### config.mk
export PLATFORM = sky130hd
export DESIGN_NAME = vga_timing_gen
export DESIGN_NICKNAME = d
export VERILOG_FILES = /design/src/rtl/vga_timing_gen.sv
export SDC_FILE = /design/constraint.sdc
export NUM_CORES = 1
export LEC_CHECK = 0
export ABC_AREA = 1
export CAP_MARGIN = 40
export CORE_MARGIN = 1
export CORE_UTILIZATION = 40
export CTS_CLUSTER_SIZE = 28
export DETAILED_ROUTE_END_ITERATION = 7
export SKIP_LAST_GASP = 1
export SLEW_MARGIN = 20
export SYNTH_ARGS = -nofsm -noshare
export SYNTH_HDL_FRONTEND = slang
export SYNTH_SLANG_ARGS = --single-unit
### constraint.sdc
create_clock -name clk -period 2.4 [get_ports clk]
set_clock_uncertainty 0.05 [all_clocks]
set_input_delay 0.48 -clock clk [delete_from_list [all_inputs] [get_ports clk]]
set_output_delay 0.48 -clock clk [all_outputs]
set_load 0.01 [all_outputs]
### src/rtl/vga_timing_gen.sv
// Raster timing generator: col/row scan, registered valid/hsync/vsync and line/frame strobes.
// Defining VGA_FRAME_CNT_EN adds a 16-bit frame counter output (frame_cnt).
module vga_timing_gen #(
  parameter int unsigned H_VISIBLE = 640,
  parameter int unsigned H_FRONT   = 16,
  parameter int unsigned H_SYNC    = 96,
  parameter int unsigned H_BACK    = 48,
  parameter int unsigned V_VISIBLE = 480,
  parameter int unsigned V_FRONT   = 10,
  parameter int unsigned V_SYNC    = 2,
  parameter int unsigned V_BACK    = 33,
  parameter bit          SYNC_POL  = 1'b0,
  parameter int unsigned CLK_DIV   = 1
) (
  input  logic        clk,
  input  logic        reset_n,
  output logic [9:0]  col,
  output logic [9:0]  row,
  output logic        valid,
  output logic        hsync,
  output logic        vsync,
  output logic        pix_tick,
  output logic        line_start,
  output logic        frame_start
`ifdef VGA_FRAME_CNT_EN
  ,
  output logic [15:0] frame_cnt
`endif
);

  localparam int unsigned H_TOTAL = H_VISIBLE + H_FRONT + H_SYNC + H_BACK;
  localparam int unsigned V_TOTAL = V_VISIBLE + V_FRONT + V_SYNC + V_BACK;
  localparam int unsigned DIV_W   = (CLK_DIV > 1) ? $clog2(CLK_DIV) : 1;

  localparam logic [DIV_W-1:0] DIV_LAST = DIV_W'(CLK_DIV - 1);
  localparam logic [9:0]  H_LAST   = 10'(H_TOTAL - 1);
  localparam logic [9:0]  V_LAST   = 10'(V_TOTAL - 1);
  localparam logic [10:0] H_VIS    = 11'(H_VISIBLE);
  localparam logic [10:0] V_VIS    = 11'(V_VISIBLE);
  localparam logic [10:0] HS_START = 11'(H_VISIBLE + H_FRONT);
  localparam logic [10:0] HS_END   = 11'(H_VISIBLE + H_FRONT + H_SYNC);
  localparam logic [10:0] VS_START = 11'(V_VISIBLE + V_FRONT);
  localparam logic [10:0] VS_END   = 11'(V_VISIBLE + V_FRONT + V_SYNC);

  if (H_TOTAL > 1024) begin : g_chk_h
    $error("vga_timing_gen: H_TOTAL must not exceed 1024");
  end
  if (V_TOTAL > 1024) begin : g_chk_v
    $error("vga_timing_gen: V_TOTAL must not exceed 1024");
  end
  if (CLK_DIV < 1) begin : g_chk_div
    $error("vga_timing_gen: CLK_DIV must be at least 1");
  end

  logic [DIV_W-1:0] div_q, div_d;
  logic [9:0]       col_q, col_d;
  logic [9:0]       row_q, row_d;
  logic             valid_q, valid_d;
  logic             hsync_q, hsync_d;
  logic             vsync_q, vsync_d;
  logic             tick_q, tick_d;
  logic             line_q, line_d;
  logic             frame_q, frame_d;
`ifdef VGA_FRAME_CNT_EN
  logic [15:0]      fcnt_q, fcnt_d;
`endif

  // Qualifiers are derived from the next col/row so they land in the same register stage.
  always_comb begin
    col_d   = col_q;
    row_d   = row_q;
    valid_d = valid_q;
    hsync_d = hsync_q;
    vsync_d = vsync_q;
    tick_d  = (div_q == DIV_LAST);
    div_d   = tick_d ? '0 : div_q + 1'b1;
    if (tick_d) begin
      col_d = (col_q == H_LAST) ? '0 : col_q + 1'b1;
      if (col_q == H_LAST) begin
        row_d = (row_q == V_LAST) ? '0 : row_q + 1'b1;
      end
      valid_d = ({1'b0, col_d} < H_VIS) && ({1'b0, row_d} < V_VIS);
      hsync_d = (({1'b0, col_d} >= HS_START) && ({1'b0, col_d} < HS_END)) ? SYNC_POL : ~SYNC_POL;
      vsync_d = (({1'b0, row_d} >= VS_START) && ({1'b0, row_d} < VS_END)) ? SYNC_POL : ~SYNC_POL;
    end
    line_d  = tick_d && (col_d == '0);
    frame_d = line_d && (row_d == '0);
`ifdef VGA_FRAME_CNT_EN
    fcnt_d  = frame_d ? fcnt_q + 1'b1 : fcnt_q;
`endif
  end

  always_ff @(posedge clk or negedge reset_n) begin
    if (!reset_n) begin
      div_q   <= '0;
      col_q   <= H_LAST;
      row_q   <= V_LAST;
      valid_q <= 1'b0;
      hsync_q <= ~SYNC_POL;
      vsync_q <= ~SYNC_POL;
      tick_q  <= 1'b0;
      line_q  <= 1'b0;
      frame_q <= 1'b0;
`ifdef VGA_FRAME_CNT_EN
      fcnt_q  <= '0;
`endif
    end else begin
      div_q   <= div_d;
      col_q   <= col_d;
      row_q   <= row_d;
      valid_q <= valid_d;
      hsync_q <= hsync_d;
      vsync_q <= vsync_d;
      tick_q  <= tick_d;
      line_q  <= line_d;
      frame_q <= frame_d;
`ifdef VGA_FRAME_CNT_EN
      fcnt_q  <= fcnt_d;
`endif
    end
  end

  assign col         = col_q;
  assign row         = row_q;
  assign valid       = valid_q;
  assign hsync       = hsync_q;
  assign vsync       = vsync_q;
  assign pix_tick    = tick_q;
  assign line_start  = line_q;
  assign frame_start = frame_q;
`ifdef VGA_FRAME_CNT_EN
  assign frame_cnt   = fcnt_q;
`endif

endmodule

==> impl_metrics.yaml <==
critical_path:
  cp_max_fo: 11
  slowest_stage: "dfstp_2"
  worst-path-buf-inv: 0
  cp_common_cell: "nand2_1"
  worstPathArrival_ns: 2.31
  end_kind: "register"
  cp_cell_sequence: "ha_1 > nand2_1 > nor2_2 > nand2_2 > nor2_2 > nand2_1 > nand2_1 > nand2_2 > nor2_1 > nand3_1 > nand3b_4"
  cp_top_family: "simple AND/OR/NAND/NOR gates"
  cp-start-kind: "register"
  slowest_delay_ns: 0.56
  setup.worst_path.class: "register to register"
  cp.required_ns: 2.55
power:
  powerDensity_nw_per_um2: 414
  p_sw_mw: 0.143
  comb_power_share_pct: 1.6
  pwr-share-seq_pct: 54.4
  irDropWorstVdd_mv: 0.220
  p_int_mw: 0.667
  p_leak_nw: 1.06
  p_clk_share_pct: 44.0
  swShare_pct: 17.6
cts:
  tritoncts: "built"
  max-clock-path-buffers: 2
  post_cts_buffers: 0
  cts_made_buffers: 3
  hold_buffers: 0
  clock_latency_ns: 0.27
  htreeDepth: 1
  cts-root-buf: "clkbuf_8"
  cts_resized: 0
  clk_pin_slew_worst_paths_ns: 0.09
  numClockSinks: 26
cells_and_area:
  multiInputGateArea_um2: 708
  utilization_pct: 53.0
  area_growth_pct: 25.5
  seq_area_um2: 666
  fillerInstances: 368
  fin_cells: 306
  drive_above_1_share_pct: 11.6
  nNetsFinal: 264
  diodes: 0
detailed_routing:
  drt_iter0_markers: 67
  wl_mm: 3.49
  viasPerCell: 4.69
  ant_nets: 0
  num_vias: 1436
  wl_per_cell_um: 11.4
  dr.pass1.iters: 4
  drc: 0
timing:
  setup_tns_ns: 0
  fin_crit_ns: 2.16
  maxSlewViolCount: 0
  period_share_pct: 89.9
  report.final.hold_viol_count: 0
  fin_ws_ns: 0.242
  max_freq_mhz: 463
  rsz0062_at_grt: "false"
  setup_viol: 0
floorplan:
  fp-row-count: 22
  io_pins: 28
  core_area_um2: 3690
  dieArea_um2: 4150
  start_util_pct: 42.2
  die_x_um: 64.4
  die_y_um: 64.4
synthesis:
  ys.flop_type: "dfrtp_1"
  netlist_area_um2: 1560
  syn_nets: 232
  synth.area.mux_share_pct: 0
  yosys_warnings: 0
  ys_top_cells_by_area: "dfrtp_1 (22%), dfstp_2 (20%), nand2_1 (17%)"
  synthArstFlopShare_pct: 100
  synthAdderAreaFrac_pct: 2.41
  synth_area_leader_cell: "dfrtp_1"
  synth_compound_area_share_pct: 2.57
  ys_types: 21
  synth_top_family_by_area: "simple AND/OR/NAND/NOR gates"
  syn_inst: 227
  netlist.area_leader.share_pct: 22.5
  synth-simple-area-share_pct: 40.2
  synthXorXnorAreaFrac_pct: 0
  yosysMostFrequentCell: "nand2_1"
  synth.yosys.seq_area_share_pct: 42.7
  synth-edff-count: 0
  netlist_top_cells_count: "nand2_1 (72), inv_1 (43), nor2_1 (31)"
  synth-seq-cells: 26
  avgSynthCellArea_um2: 6.86
global_route:
  grt_overflow: 0
  grt_antenna_before_repair: 0
  grt_pass1_vias: 1473
  grt_usage_pct: 19.4
  grt_pass1_wl_mm: 6.29
  grt_max_degree: 27
placement:
  pre_cts_slack_ns: 0.237
  portBuffers: 27
  dp_hpwl_mm: 2.67
  dp.cells: 302
  gp_congestion: 0.809
run:
  maxCapViolCount: 0
hold_path:
  min_path_type: "register to register"
outcome:
  status: "completed"
==> power groups by stage <==
stage,Combinational (mW),Clock (mW),Sequential [mW]
CTS,0.0135,0.368,0.440
detailed placement,0.0135,0,0.448
global route,0.0154,0.385,0.440
finish,0.0131,0.356,0.440
global placement,0.0135,0,0.448
floorplan,0.000136,0,0.448
==> path summary, 6_finish.rpt <==
path | start | end | slack (ns) | cells after the start
max | col[0]$_DFF_PN1_ | vsync$_DFF_PN1_ | 0.24 | 11
min | col[0]$_DFF_PN1_ | col[0]$_DFF_PN1_ | 0.49 | 1
max reg2reg | col[0]$_DFF_PN1_ | vsync$_DFF_PN1_ | 0.24 | 11
min reg2reg | col[0]$_DFF_PN1_ | col[0]$_DFF_PN1_ | 0.49 | 1
max in group asynchronous | reset_n | row[9]$_DFF_PN1_ | 1.48 | 2
min in group asynchronous | reset_n | line_start$_DFF_PN0_ | 0.52 | 2
==> layout make-up <==
cell class                 instances  area share [%]
multi-input combinational        154            36.2
sequential                        26            34.0
timing repair buffer              28            14.2
inverter                          46            8.83
tap                               48            3.07
clock buffer                       3            2.11
clock inverter                     1            1.54
==> cell families (layout without fill, tap and decap cells) <==
| kind of cell | Yosys count | after routing |
|---|---|---|
| simple gates | 143 | 143 |
| fa+ha+maj | 3 | 3 |
| other cells | 1 | 1 |
| flops | 26 | 26 |
| buf+inv | 47 | 78 |
| compound gates | 7 | 7 |
==> metal layers <==
metal  vias up  GRT usage, %  share of wire, %
li1        749             -                 -
met1       662          24.9                48
met2        23          33.7                49
met3         2          1.61               2.4
met4         0          7.50              0.57
met5         -             0                 0
==> cells in the final DEF, fill, tap and decap left out <==
cell type and instances:
o211ai_1 1, clkbuf_8 3, o21ai_0 2, dfrtp_1 14, nand3_2 1, o21ai_1 1, ha_1 3, bufinv_16 1
nand2_1 72, nand3b_4 1, conb_1 1, o21bai_1 1, clkdlybuf4s50_1 27, nor2_1 31, inv_2 3, nand3_1 20
buf_4 1, nor3_1 2, nand4_1 8, nor2_2 3, nand2_2 5, dfstp_2 12, inv_1 43, a21oi_1 2
==> worst register-to-register path, cell delays in order, from the launching register on <==
cell and delay [ns]:
dfstp_2 0.56, ha_1 0.19, nand2_1 0.09, nor2_2 0.12, nand2_2 0.09, nor2_2 0.39, nand2_1 0.10, nand2_1 0.09
nand2_2 0.07, nor2_1 0.10, nand3_1 0.09, nand3b_4 0.16
==> per-stage QoR <==
stage / total power, mW / instance area [um^2] / hold slack (ns)
2_1_floorplan: 0.448 / 1560 / 0.134
3_3_place_gp: 0.461 / 1880 / 0.469
3_5_place_dp: 0.461 / 1880 / 0.466
4_1_cts: 0.822 / 1960 / 0.486
5_1_grt: 0.841 / 1960 / 0.508
6_report: 0.809 / 1960 / 0.492
==> flip-flops by register name, summed over array words and instances, names as in the netlist <==
signal / cells
hsync: 1
col: 10
line_start: 1
valid: 1
row: 10
pix_tick: 1
vsync: 1
frame_start: 1
No activity file was read; power rests on OpenSTA's default activity.
==> RTL change 1: new RTL, same settings <==
Add a define of `VGA_FRAME_CNT_EN`.
--- a/src/rtl/vga_timing_gen.sv
+++ b/src/rtl/vga_timing_gen.sv
@@ -2,2 +2,4 @@
 // Defining VGA_FRAME_CNT_EN adds a 16-bit frame counter output (frame_cnt).
+`define VGA_FRAME_CNT_EN
+
 module vga_timing_gen #(
Function (old outputs only; new: frame_cnt): kept (Yosys induction, for registers that start in step).
==> RTL change 1 against the unedited design <==
The run now ends with design-rule violations left. Worst setup slack lost 150 ps. Sequential cell count grew 16. Design area grew 89%. Largest cell class unchanged. Largest power group unchanged. Synthesized cell count grew 56%. Routed wire length grew 99%. Synthesized area grew 76%. Power grew 58%.
==> RTL change 1: results (changes against the unedited design) <==
stage	metric	value	unit	change
global_routing	grt_util_met2	0.307		-0.0301
yosys	synthTopCellsByArea	dfrtp_1 27%, nand2_1 15%, dfstp_2 12%		
global_routing	grt_pass1_vias	2280		+55%
setup_path	arrival	2450	ps	+140 ps
detailed_routing	drt-wirelength-per-cell	13.7	um	+20%
cells_and_area	nets	436		+65%
global_routing	grt_use_total	0.199		+0.00463
place	port_buffers	43		+59%
status	status	complete, but fails checks		
clock_network	clock_latency	290	ps	+20 ps
place	dp_slack	-69.6	ps	-306 ps
global_routing	grtUsageMet1	0.289		+0.0403
hold_path	holdCritPathClass	primary input to async pin		
status	violations	design-rule violations		
timing	finalCritPeriodShare	0.962		+0.0626
power_and_ir_drop	p_leak	1.86	nW	+75%
place	hpwlAfterDp	4.67	mm	+75%
setup_path	crit_fanout	8		-3
place	place.gp.congestion	0.851		+5.2%
detailed_routing	drt-vias-per-instance	5.04		+7.3%
detailed_routing	dr.first_iter.drc_count	126		+88%
cells_and_area	drive_gt1_frac	0.247		+0.130
detailed_routing	dr.pass1.iters	7		+3
clock_network	cts_buffers	5		+2
global_routing	grt_first_pass_wirelength	11.3	mm	+79%
yosys	ys_types	32		+52%
power_and_ir_drop	ir_worst_vdd	0.253	mV	+15%
detailed_routing	drc_errors	5		+5
yosys	ys_top_cells_by_count	110 x nand2_1, 45 x inv_1, 41 x nand3_1		
-- RTL change 1: worst reg2reg max path, stage by stage, from the launching register on --
cell and delay, ps:
dfstp_2 570, ha_4 150, nand2_4 60, nor2_4 190
clkinv_4 130, nor2_8 150, buf_6 130, nand2_4 40
nand2_4 80, nand2_4 60, nor2_4 190, nand4_4 240
nand2_2 140, nand2_2 50
-- RTL change 1: layer usage --
metal | wire length, um | share of wire | up-vias
met5 | 0 | 0 | -
met4 | 24 | 0.0034 | 0
met3 | 332 | 0.048 | 2
met2 | 3320 | 0.48 | 66
met1 | 3290 | 0.47 | 1219
li1 | - | - | 1266
-- RTL change 1: power by group --
part / total, mW / internal, mW / switching [mW]
Clock: 0.549 / 0.311 / 0.238
Sequential: 0.709 / 0.709 / 0.000196
Combinational: 0.0180 / 0.00307 / 0.0149
-- RTL change 1: worst paths after layout --
| kind | to | from | depth (start not counted) |
|---|---|---|---|
| worst max register to register | frame_cnt[3] | col[1] | 13 |
| max in group asynchronous | col[2] | reset_n | 2 |
| min in group clk | frame_cnt[15] | frame_cnt[15] | 2 |
| worst min-delay path | pix_tick | reset_n | 2 |
| worst min register to register | frame_cnt[15] | frame_cnt[15] | 2 |
| worst max-delay path | frame_cnt[3] | col[1] | 13 |
-- RTL change 1: per-stage QoR --
step	hold WS (ps)	std cells	total power [mW]	instance area [um^2]
3_3_place_gp	461	479	0.741	3280
3_5_place_dp	468	479	0.742	3280
6_report	206	507	1.28	3690
2_1_floorplan	134	355	0.723	2740
4_1_cts	220	488	1.30	3420
5_1_grt	249	507	1.33	3690
-- RTL change 1: layout make-up --
class,count,area (um^2)
timing repair buffer,70,679
clock buffer,7,76.3
sequential,42,1070
tap,77,96.3
fill,599,2800
inverter,49,189
clock inverter,1,30.0
multi-input combinational,261,1560
-- RTL change 1: kinds of logic after synthesis --
family,share of synthesized area
simple gates,0.434
buf+inv,0.0918
flops,0.389
xor+xnor,0.0511
compound gates,0.0100
fa+ha+maj,0.0228
other cells,0.00137
-- RTL change 1: repair_timing --
action,4_1_cts,5_1_grt
cloned,1,2
endpoints found under the setup margin,16,17
resized for setup,3,30
buffers inserted,0,17
pin swaps,1,19
==> RTL change 2: new RTL, same flow settings <==
Without the edit above. Put one more register stage on the output `row`, cleared by the reset. The value now appears one clock later. The other outputs are not delayed to match. Comments in the files are not updated.
--- a/src/rtl/vga_timing_gen.sv
+++ b/src/rtl/vga_timing_gen.sv
@@ -123,3 +123,9 @@
   assign col         = col_q;
-  assign row         = row_q;
+  always_ff @(posedge clk or negedge reset_n) begin
+    if (!reset_n) begin
+      row <= '0;
+    end else begin
+      row <= row_q;
+    end
+  end
   assign valid       = valid_q;
Behaviour: not the same (Yosys sat finds a counterexample within 4 cycles, from zero or initial values and one cycle with reset_n low).
==> RTL change 2 against the unedited design <==
Critical path depth unchanged. Via count is 7.0% higher. Sequential share of layout area increased by 6.7 points. Routed wire length increased by 7.0%. Sequential cell count increased by 10. Power rose by 41%. Worst setup slack improved by 23 ps. Clock power is 45% higher. First-iteration DRC count down 10%. Synthesized area rose by 16%. Design area grew 15%. Largest cell class is now flip-flops and latches. Largest power group unchanged.
==> RTL change 2: results (changes against the unedited design) <==
stage	metric	value	unit	change
detailed_routing	wl	3.74	mm	+7.0%
yosys	synthTopCellsByArea	dfrtp_1 33%, dfstp_2 17%, nand2_1 15%		
setup_path	crit_fanout	11		unchanged
clock_network	cts_buffer_depth	2		unchanged
detailed_routing	dr.first_iter.drc_count	60		-10%
place	place.gp.congestion	0.804		-0.72%
global_routing	grt_use_total	0.178		-0.0165
setup_path	ff2ff_setup_slack	260	ps	+20 ps
hold_path	hold-path-endpoint	row[9]		
place	place_inst	316		+4.6%
detailed_routing	drt-wirelength-per-cell	11.5	um	+1.1%
place	dp_slack	266	ps	+29.7 ps
global_routing	grt_pass1_vias	1535		+4.2%
power_and_ir_drop	powerComb	0.0160	mW	+22%
yosys	netlist_instances	237		+4.4%
cells_and_area	drive_gt1_frac	0.121		+0.00504
cells_and_area	fill_cells	413		+12%
global_routing	grt_first_pass_wirelength	6.67	mm	+6.2%
power_and_ir_drop	switching_share	0.192		+0.0161
clock_network	htree_levels	2		+1
setup_path	slowest_delay	560	ps	about the same
place	hpwlAfterDp	2.79	mm	+4.7%
yosys	yosysMostFrequentCell	nand2_1		
yosys	yosysSeqAreaShare	0.507		+0.0793
detailed_routing	drt-vias-per-instance	4.74		+1.1%
clock_network	cts_buffers	5		+2
status	status	finished clean		
yosys	syn_nets	242		+4.3%
clock_network	clk_pin_slew	70	ps	-20 ps
power_and_ir_drop	p_leak	1.22	nW	+15%
power_and_ir_drop	power	1.14	mW	+41%
setup_path	worstSetupEndpoint	vsync		
cells_and_area	nets	276		+4.5%
hold_path	min_from	row_q[9]		
timing	whs	375	ps	-117 ps
yosys	ys_top_cells_by_count	72 x nand2_1, 43 x inv_1, 31 x nor2_1		
global_routing	grt_max_degree	37		+37%
power_and_ir_drop	ir_worst_vdd	0.255	mV	+16%
hold_path	hold_path_depth	0		-1
timing	fmax	468	MHz	+1.1%
[RTL change 2: cell count changes after synthesis]
cell,unedited run,this run
dfrtp_1,14,24
[RTL change 2: cells by family (layout without fill, tap and decap cells)]
logic type      after synthesis  after routing  synth area share
compound gates                7              7            0.0221
fa+ha+maj                     3              3            0.0208
buf+inv                      47             82             0.102
flops                        36             36             0.507
other cells                   1              1           0.00207
simple gates                143            143             0.347
[RTL change 2: layer usage]
layer | vias to the layer above | routed length [um] | track usage
met5 | - | 0 | 0
met4 | 0 | 74 | 0.0816
met3 | 8 | 127 | 0.0465
met2 | 36 | 1790 | 0.296
met1 | 705 | 1750 | 0.215
li1 | 788 | - | -
[RTL change 2: final cells by class]
class / count / area, um^2 / area share
tap: 52 / 65.1 / 0.0290
sequential: 36 / 916 / 0.408
clock inverter: 2 / 35.0 / 0.0156
inverter: 46 / 173 / 0.0768
clock buffer: 6 / 72.6 / 0.0323
multi-input combinational: 154 / 708 / 0.315
timing repair buffer: 28 / 278 / 0.124
